**src/rtl/hc595_driver.sv**
```systemverilog
// Upstream driver for a daisy chain of 74HC595 shift registers: accepts a word
// over valid/ready, shifts it MSB first on ser/srclk, then pulses rclk.
module hc595_driver #(
  parameter int NCHIP   = 1,
  parameter int CLK_DIV = 2
) (
  input  logic                 clk,
  input  logic                 rst,
  input  logic [8*NCHIP-1:0]   data,
  input  logic                 valid,
  output logic                 ready,
  input  logic                 clr_req,
  input  logic                 out_en,
  output logic                 busy,
  output logic                 ser,
  output logic                 srclk,
  output logic                 rclk,
  output logic                 srclr_n,
  output logic                 oe_n
);

  localparam int W  = 8 * NCHIP;
  localparam int PW = (CLK_DIV > 1) ? $clog2(CLK_DIV) : 1;
  localparam int BW = $clog2(W);
  localparam logic [PW-1:0] PH_LAST  = PW'(CLK_DIV - 1);
  localparam logic [BW-1:0] BIT_LAST = BW'(W - 1);

  typedef enum logic [2:0] {
    S_IDLE     = 3'd0,
    S_CLEAR    = 3'd1,
    S_SHIFT_LO = 3'd2,
    S_SHIFT_HI = 3'd3,
    S_LATCH_HI = 3'd4,
    S_LATCH_LO = 3'd5
  } state_t;

  state_t         state_q, state_d;
  logic [PW-1:0]  phase_q, phase_d;
  logic [BW-1:0]  bitcnt_q, bitcnt_d;
  logic [W-1:0]   shreg_q, shreg_d;
  logic           phase_end_s;

  logic ready_q, ready_d;
  logic busy_q, busy_d;
  logic ser_q, ser_d;
  logic srclk_q, srclk_d;
  logic rclk_q, rclk_d;
  logic srclr_n_q, srclr_n_d;
  logic oe_n_q;

  always_comb begin
    state_d     = state_q;
    phase_d     = phase_q;
    bitcnt_d    = bitcnt_q;
    shreg_d     = shreg_q;
    phase_end_s = (phase_q == PH_LAST);

    case (state_q)
      S_IDLE: begin
        // Requests are only honoured once ready is visible on the pin.
        if (ready_q && clr_req) begin
          state_d = S_CLEAR;
        end else if (ready_q && valid) begin
          state_d  = S_SHIFT_LO;
          shreg_d  = data;
          bitcnt_d = BIT_LAST;
        end else begin
          state_d = S_IDLE;
        end
      end
      S_CLEAR: begin
        if (phase_end_s) state_d = S_IDLE;
        else             state_d = S_CLEAR;
      end
      S_SHIFT_LO: begin
        if (phase_end_s) state_d = S_SHIFT_HI;
        else             state_d = S_SHIFT_LO;
      end
      S_SHIFT_HI: begin
        if (phase_end_s) begin
          shreg_d = shreg_q << 1;
          if (bitcnt_q == '0) begin
            state_d = S_LATCH_HI;
          end else begin
            bitcnt_d = bitcnt_q - BW'(1);
            state_d  = S_SHIFT_LO;
          end
        end else begin
          state_d = S_SHIFT_HI;
        end
      end
      S_LATCH_HI: begin
        if (phase_end_s) state_d = S_LATCH_LO;
        else             state_d = S_LATCH_HI;
      end
      S_LATCH_LO: begin
        if (phase_end_s) state_d = S_IDLE;
        else             state_d = S_LATCH_LO;
      end
      default: begin
        state_d = S_IDLE;
      end
    endcase

    if (state_q == S_IDLE || phase_end_s) begin
      phase_d = '0;
    end else begin
      phase_d = phase_q + PW'(1);
    end

    // Pins are registered from the next state so they line up with state_q.
    ready_d   = (state_d == S_IDLE);
    busy_d    = (state_d != S_IDLE);
    srclk_d   = (state_d == S_SHIFT_HI);
    rclk_d    = (state_d == S_LATCH_HI);
    srclr_n_d = (state_d != S_CLEAR);
    if (state_d == S_SHIFT_LO) begin
      ser_d = shreg_d[W-1];
    end else begin
      ser_d = ser_q;
    end
  end

  always_ff @(posedge clk) begin
    if (rst) begin
      state_q   <= S_IDLE;
      phase_q   <= '0;
      bitcnt_q  <= '0;
      shreg_q   <= '0;
      ready_q   <= 1'b0;
      busy_q    <= 1'b1;
      ser_q     <= 1'b0;
      srclk_q   <= 1'b0;
      rclk_q    <= 1'b0;
      srclr_n_q <= 1'b0;
      oe_n_q    <= 1'b1;
    end else begin
      state_q   <= state_d;
      phase_q   <= phase_d;
      bitcnt_q  <= bitcnt_d;
      shreg_q   <= shreg_d;
      ready_q   <= ready_d;
      busy_q    <= busy_d;
      ser_q     <= ser_d;
      srclk_q   <= srclk_d;
      rclk_q    <= rclk_d;
      srclr_n_q <= srclr_n_d;
      oe_n_q    <= ~out_en;
    end
  end

  assign ready   = ready_q;
  assign busy    = busy_q;
  assign ser     = ser_q;
  assign srclk   = srclk_q;
  assign rclk    = rclk_q;
  assign srclr_n = srclr_n_q;
  assign oe_n    = oe_n_q;

endmodule

```
**config.mk**
```make
export PLATFORM = sky130hd
export DESIGN_NAME = hc595_driver
export DESIGN_NICKNAME = d
export VERILOG_FILES = /design/src/rtl/hc595_driver.sv
export SDC_FILE = /design/constraint.sdc
export NUM_CORES = 1
export LEC_CHECK = 0
export BUFFER_PORTS_ARGS = -buffer_cell sky130_fd_sc_hd__buf_2
export CORE_MARGIN = 1.5
export CORE_UTILIZATION = 34
export DETAILED_ROUTE_END_ITERATION = 10
export SKIP_CTS_REPAIR_TIMING = 1
export SLEW_MARGIN = 20
export SYNTH_ARGS = -nofsm -noshare
export SYNTH_HDL_FRONTEND = slang
export SYNTH_SLANG_ARGS = --single-unit
```
**constraint.sdc**
```tcl
create_clock -name clk -period 1.4 [get_ports clk]
set_input_delay 0.14 -clock clk [delete_from_list [all_inputs] [get_ports clk]]
set_output_delay 0.14 -clock clk [all_outputs]
set_load 0.005 [all_outputs]
```
==> results.md <==
| Stage | Quantity | This run |
| --- | --- | --- |
| grt | Aggregate global routing overflow | 0 |
| route | Total iterations of the first detailed-routing run | 4 |
| route | DR WL met2 | 1130 um |
| worst setup path | Worst Setup SP | bitcnt_q[1] |
| synth | Primary FF master, synth | sky130_fd_sc_hd__dfxtp_1 |
| sta | Final Hold Fails | 0 |
| run | Count of maximum capacitance violations | 0 |
| die | Core box area | 0.00278 mm^2 |
| power and ir drop | Pwr per Cell Area | 1130 mW/mm^2 |
| sta | Unrepaired setup endpoints after global routing | yes |
| cells and area | Antenna diodes | 0 |
| synth | Count of different cell masters after synthesis | 38 |
| route | Final routed wirelength across all metal layers | 2260 um |
| power and ir drop | Sequential group share of total power | 45.0% |
| route | Vias/cell | 5.10 |
| die | Effective utilization at floorplan | 36.0% |
| cells and area | Area added between synthesis and finish | 42.1% |
| power and ir drop | Static power due to leakage | 0.575 nW |
| grt | Global routing usage summed across all routing layers | 13.5% |
| cts | Clk buf depth | 2 |
| sta | Slew at the pin closest to its max-slew limit | 402 ps |
| sta | Final setup fails | 2 |
| worst setup path | Launching element type of the critical path | flip-flop |
| power and ir drop | Peak supply drop | 0.000838 V |
| sta | Final setup skew | 5.17 ps |
| route | Number of violations reported at the end of detailed-routing iteration 0 | 17 |
| route | Post-route DRC | 0 |
| sta | Tcrit/Tclk final | 104% |
| place | Placement-stage worst setup slack | -80.4 ps |
| sta | Number of pins exceeding their max-slew limit in the final report | 0 |
| cells and area | Number of filler cells placed in the layout | 254 |
| synth | Synthesized area per cell | 9.54 um^2 |
| worst setup path | WP data required | 1610 ps |
| worst setup path | Classification of the worst setup path | reg -> reg |
| worst setup path | Largest fanout on the critical path | 3 |
| sta | TNS Setup | -75.0 ps |
| route | Met3 Routed Length | 57 um |
| worst setup path | Worst path arrival time | 1660 ps |
| synth | Yosys warns | 0 |
| route | Remaining antenna violation count after routing | 0 |
| power and ir drop | Switching Power | 421 uW |
| route | Length of routed wiring on met1 | 1010 um |
| place | Placement Cell Area | 0.00128 mm^2 |
| grt | Vias in the first global route | 798 |
| min path | Startpoint of the most critical hold path | data[0] |
| cells and area | Non-filler cells in the finished layout | 176 |
| place | DP Cell Count | 170 |
| synth | Area share of the largest cell type after synthesis | 43.9% |
| worst setup path | Internal reg-to-reg setup slack | -50 ps |
| die | Die Y | 57.3 um |
| die | Width of the die | 57.3 um |
| synth | Number of enable-type register cells in the synthesized netlist | 0 |
| cells and area | Final instance area | 0.00142 mm^2 |
| cts | Post-CTS clock slew at the launch and capture registers of the worst setup and hold paths | 120 ps |
| power and ir drop | Switching Share | 26.1% |
| synth | Fraction of the yosys area taken by sequential cells | 43.9% |
| cts | Num CTS Buffers | 3 |
| cells and area | Fraction of final layout cells with drive strength greater than 1 | 49.7% |
| die | Total Die Area | 0.00328 mm^2 |
| power and ir drop | Fraction of power consumed by combinational cells | 24.9% |
| die | Number of rows created at floorplan | 19 |
| route | Total number of vias | 898 |
| cts | Insertion delay to the later sink of the worst-skew pair | 310 ps |
| synth | Synthesized flop and latch total | 22 |
| run status | Violations in the final reports | setup timing |
| cts | Clock root cell | sky130_fd_sc_hd__clkbuf_4 |
| grt | Pin count of the biggest net entering global routing | 22 |
| synth | Fraction of registers with async set/reset | 0% |
| grt | Number of antenna violations at the first check in global routing | 0 |
| worst setup path | Endpoint type of the worst setup path | flip-flop |
| cts | H-Tree Depth | 1 |
| run status | Outcome | finished, violations left |
| power and ir drop | Internal power | 1.19 mW |
| route | Average wire length per cell after detail routing | 12.9 um |
| cells and area | Post-Route Utilization | 51.2% |
| sta | Post-layout min period | 1450 ps |
| place | Final RePlAce weighted congestion | 0.803 |
| die | Boundary pin count | 20 |
| power and ir drop | Power share of the clock group | 30.1% |
| sta | Post-route worst setup slack | -52.5 ps |
| synth | Total nets after synthesis | 120 |
| cells and area | Layout net count | 161 |
| place | Dpl hpwl | 1610 um |
| synth | Number of instances in the synthesized netlist | 105 |
| worst setup path | Critical register-to-register path startpoint | bitcnt_q[1] |
| route | Top Layer Used | met4 |
| synth | Top post-synthesis cells by area | sky130_fd_sc_hd__dfxtp_1 44%, sky130_fd_sc_hd__a21oi_1 5.5%, sky130_fd_sc_hd__a22oi_1 5.2%, sky130_fd_sc_hd__nand2_1 4.5%, sky130_fd_sc_hd__a21oi_2 2.6% |
| cts | Clock tree from TritonCTS | done |
| place | Number of buffer cells added on primary ports | 19 |
| grt | Global-route wire length before repair | 3360 um |
| synth | Summed instance area of the synthesized netlist | 0.00100 mm^2 |
| synth | Cell type with the highest aggregate area in the netlist | sky130_fd_sc_hd__dfxtp_1 |
| sta | Peak Freq | 688 MHz |
| cts | Total number of clock tree sinks | 22 |
| sta | Worst rel slew slack | 73.2% |
| min path | Hold/Removal Path Class | in -> reg |
==> metrics by stage <==
step	hold slack [ps]	power, mW
after floorplan	214	0.933
after global placement	310	1.08
after detailed placement	318	1.09
after CTS	-21.0	1.57
after global routing	63.6	1.70
final	41.9	1.61
==> state kept, by name, summed over array words and instances, names as in the netlist <==
| register | count |
|---|---|
| srclk | 1 |
| srclr_n | 1 |
| shreg_q | 8 |
| ready | 1 |
| ser | 1 |
| bitcnt_q | 3 |
| busy | 1 |
| state_q | 3 |
| rclk | 1 |
| phase_end_s | 1 |
| oe_n | 1 |
==> layout make-up <==
cell class / count / area (um^2) / share of cell area (%)
repair buffers: 40 / 275 / 19.3
inverters: 5 / 18.8 / 1.32
clock inverters: 1 / 30.0 / 2.11
clock buffers: 3 / 22.5 / 1.58
multi-input cells: 74 / 586 / 41.1
well taps: 31 / 38.8 / 2.72
flip-flops and latches: 22 / 453 / 31.8
==> power by group through the flow <==
stage / sequential (mW) / clock (mW) / combinational [mW]
floorplan: 0.723 / 0 / 0.210
global placement: 0.738 / 0 / 0.346
detailed placement: 0.738 / 0 / 0.350
CTS: 0.724 / 0.493 / 0.352
global route: 0.733 / 0.523 / 0.441
finish: 0.726 / 0.485 / 0.401
==> layout by cell type, fill, tap and decap left out, drive strengths merged, types with 2 or more instances in the layout <==
cell,instances
and2,2
buf,39
nor3,2
dfxtp,22
nand3b,3
a22oi,8
nor2,4
ha,2
nand2,12
a211oi,3
o21bai,2
a21oi,14
inv,5
nor2b,4
clkbuf,3
nor4,2
==> critical path, stage by stage (launching register included) <==
cell,delay [ps]
sky130_fd_sc_hd__dfxtp_2,350
sky130_fd_sc_hd__inv_2,70
sky130_fd_sc_hd__ha_4,140
sky130_fd_sc_hd__nand4b_1,130
sky130_fd_sc_hd__nand2_1,90
sky130_fd_sc_hd__nand2_1,70
sky130_fd_sc_hd__or4b_1,490
==> per-layer routing <==
layer,GRT usage (%),up-vias
met1,15.1,414
met4,7.97,0
met5,0,-
met2,23.5,15
met3,2.72,7
li1,-,462
==> synthesized netlist by cell type, types with 2 or more instances <==
master                     number
sky130_fd_sc_hd__nor2b_1        4
sky130_fd_sc_hd__a21oi_1       11
sky130_fd_sc_hd__nand3b_1       3
sky130_fd_sc_hd__inv_1          5
sky130_fd_sc_hd__clkbuf_1       2
sky130_fd_sc_hd__a21oi_2        3
sky130_fd_sc_hd__nor4_1         2
sky130_fd_sc_hd__a22oi_1        7
sky130_fd_sc_hd__a211oi_1       3
sky130_fd_sc_hd__nor2_1         3
sky130_fd_sc_hd__dfxtp_1       22
sky130_fd_sc_hd__nand2_1       12
sky130_fd_sc_hd__ha_1           2
sky130_fd_sc_hd__o21bai_1       2
==> cell families (layout without fill, tap and decap cells) <==
family	Yosys count	count (layout)	synth area share, %
AO/OA/AOI/OAI	32	32	22.8
multiplexers	2	2	2.12
flip-flops	22	22	43.9
AND/OR/NAND/NOR	38	38	24.3
buffers and inverters	9	49	4.24
adder cells (fa/ha/maj)	2	2	2.50
==> path summary, 6_finish.rpt <==
check | end | cells past startpoint
worst min-delay path | shreg_q[0] | 3
worst max register to register | busy | 6
worst max-delay path | busy | 6
worst min register to register | shreg_q[6] | 2
Note: power is estimated with default switching activity, not from simulation.
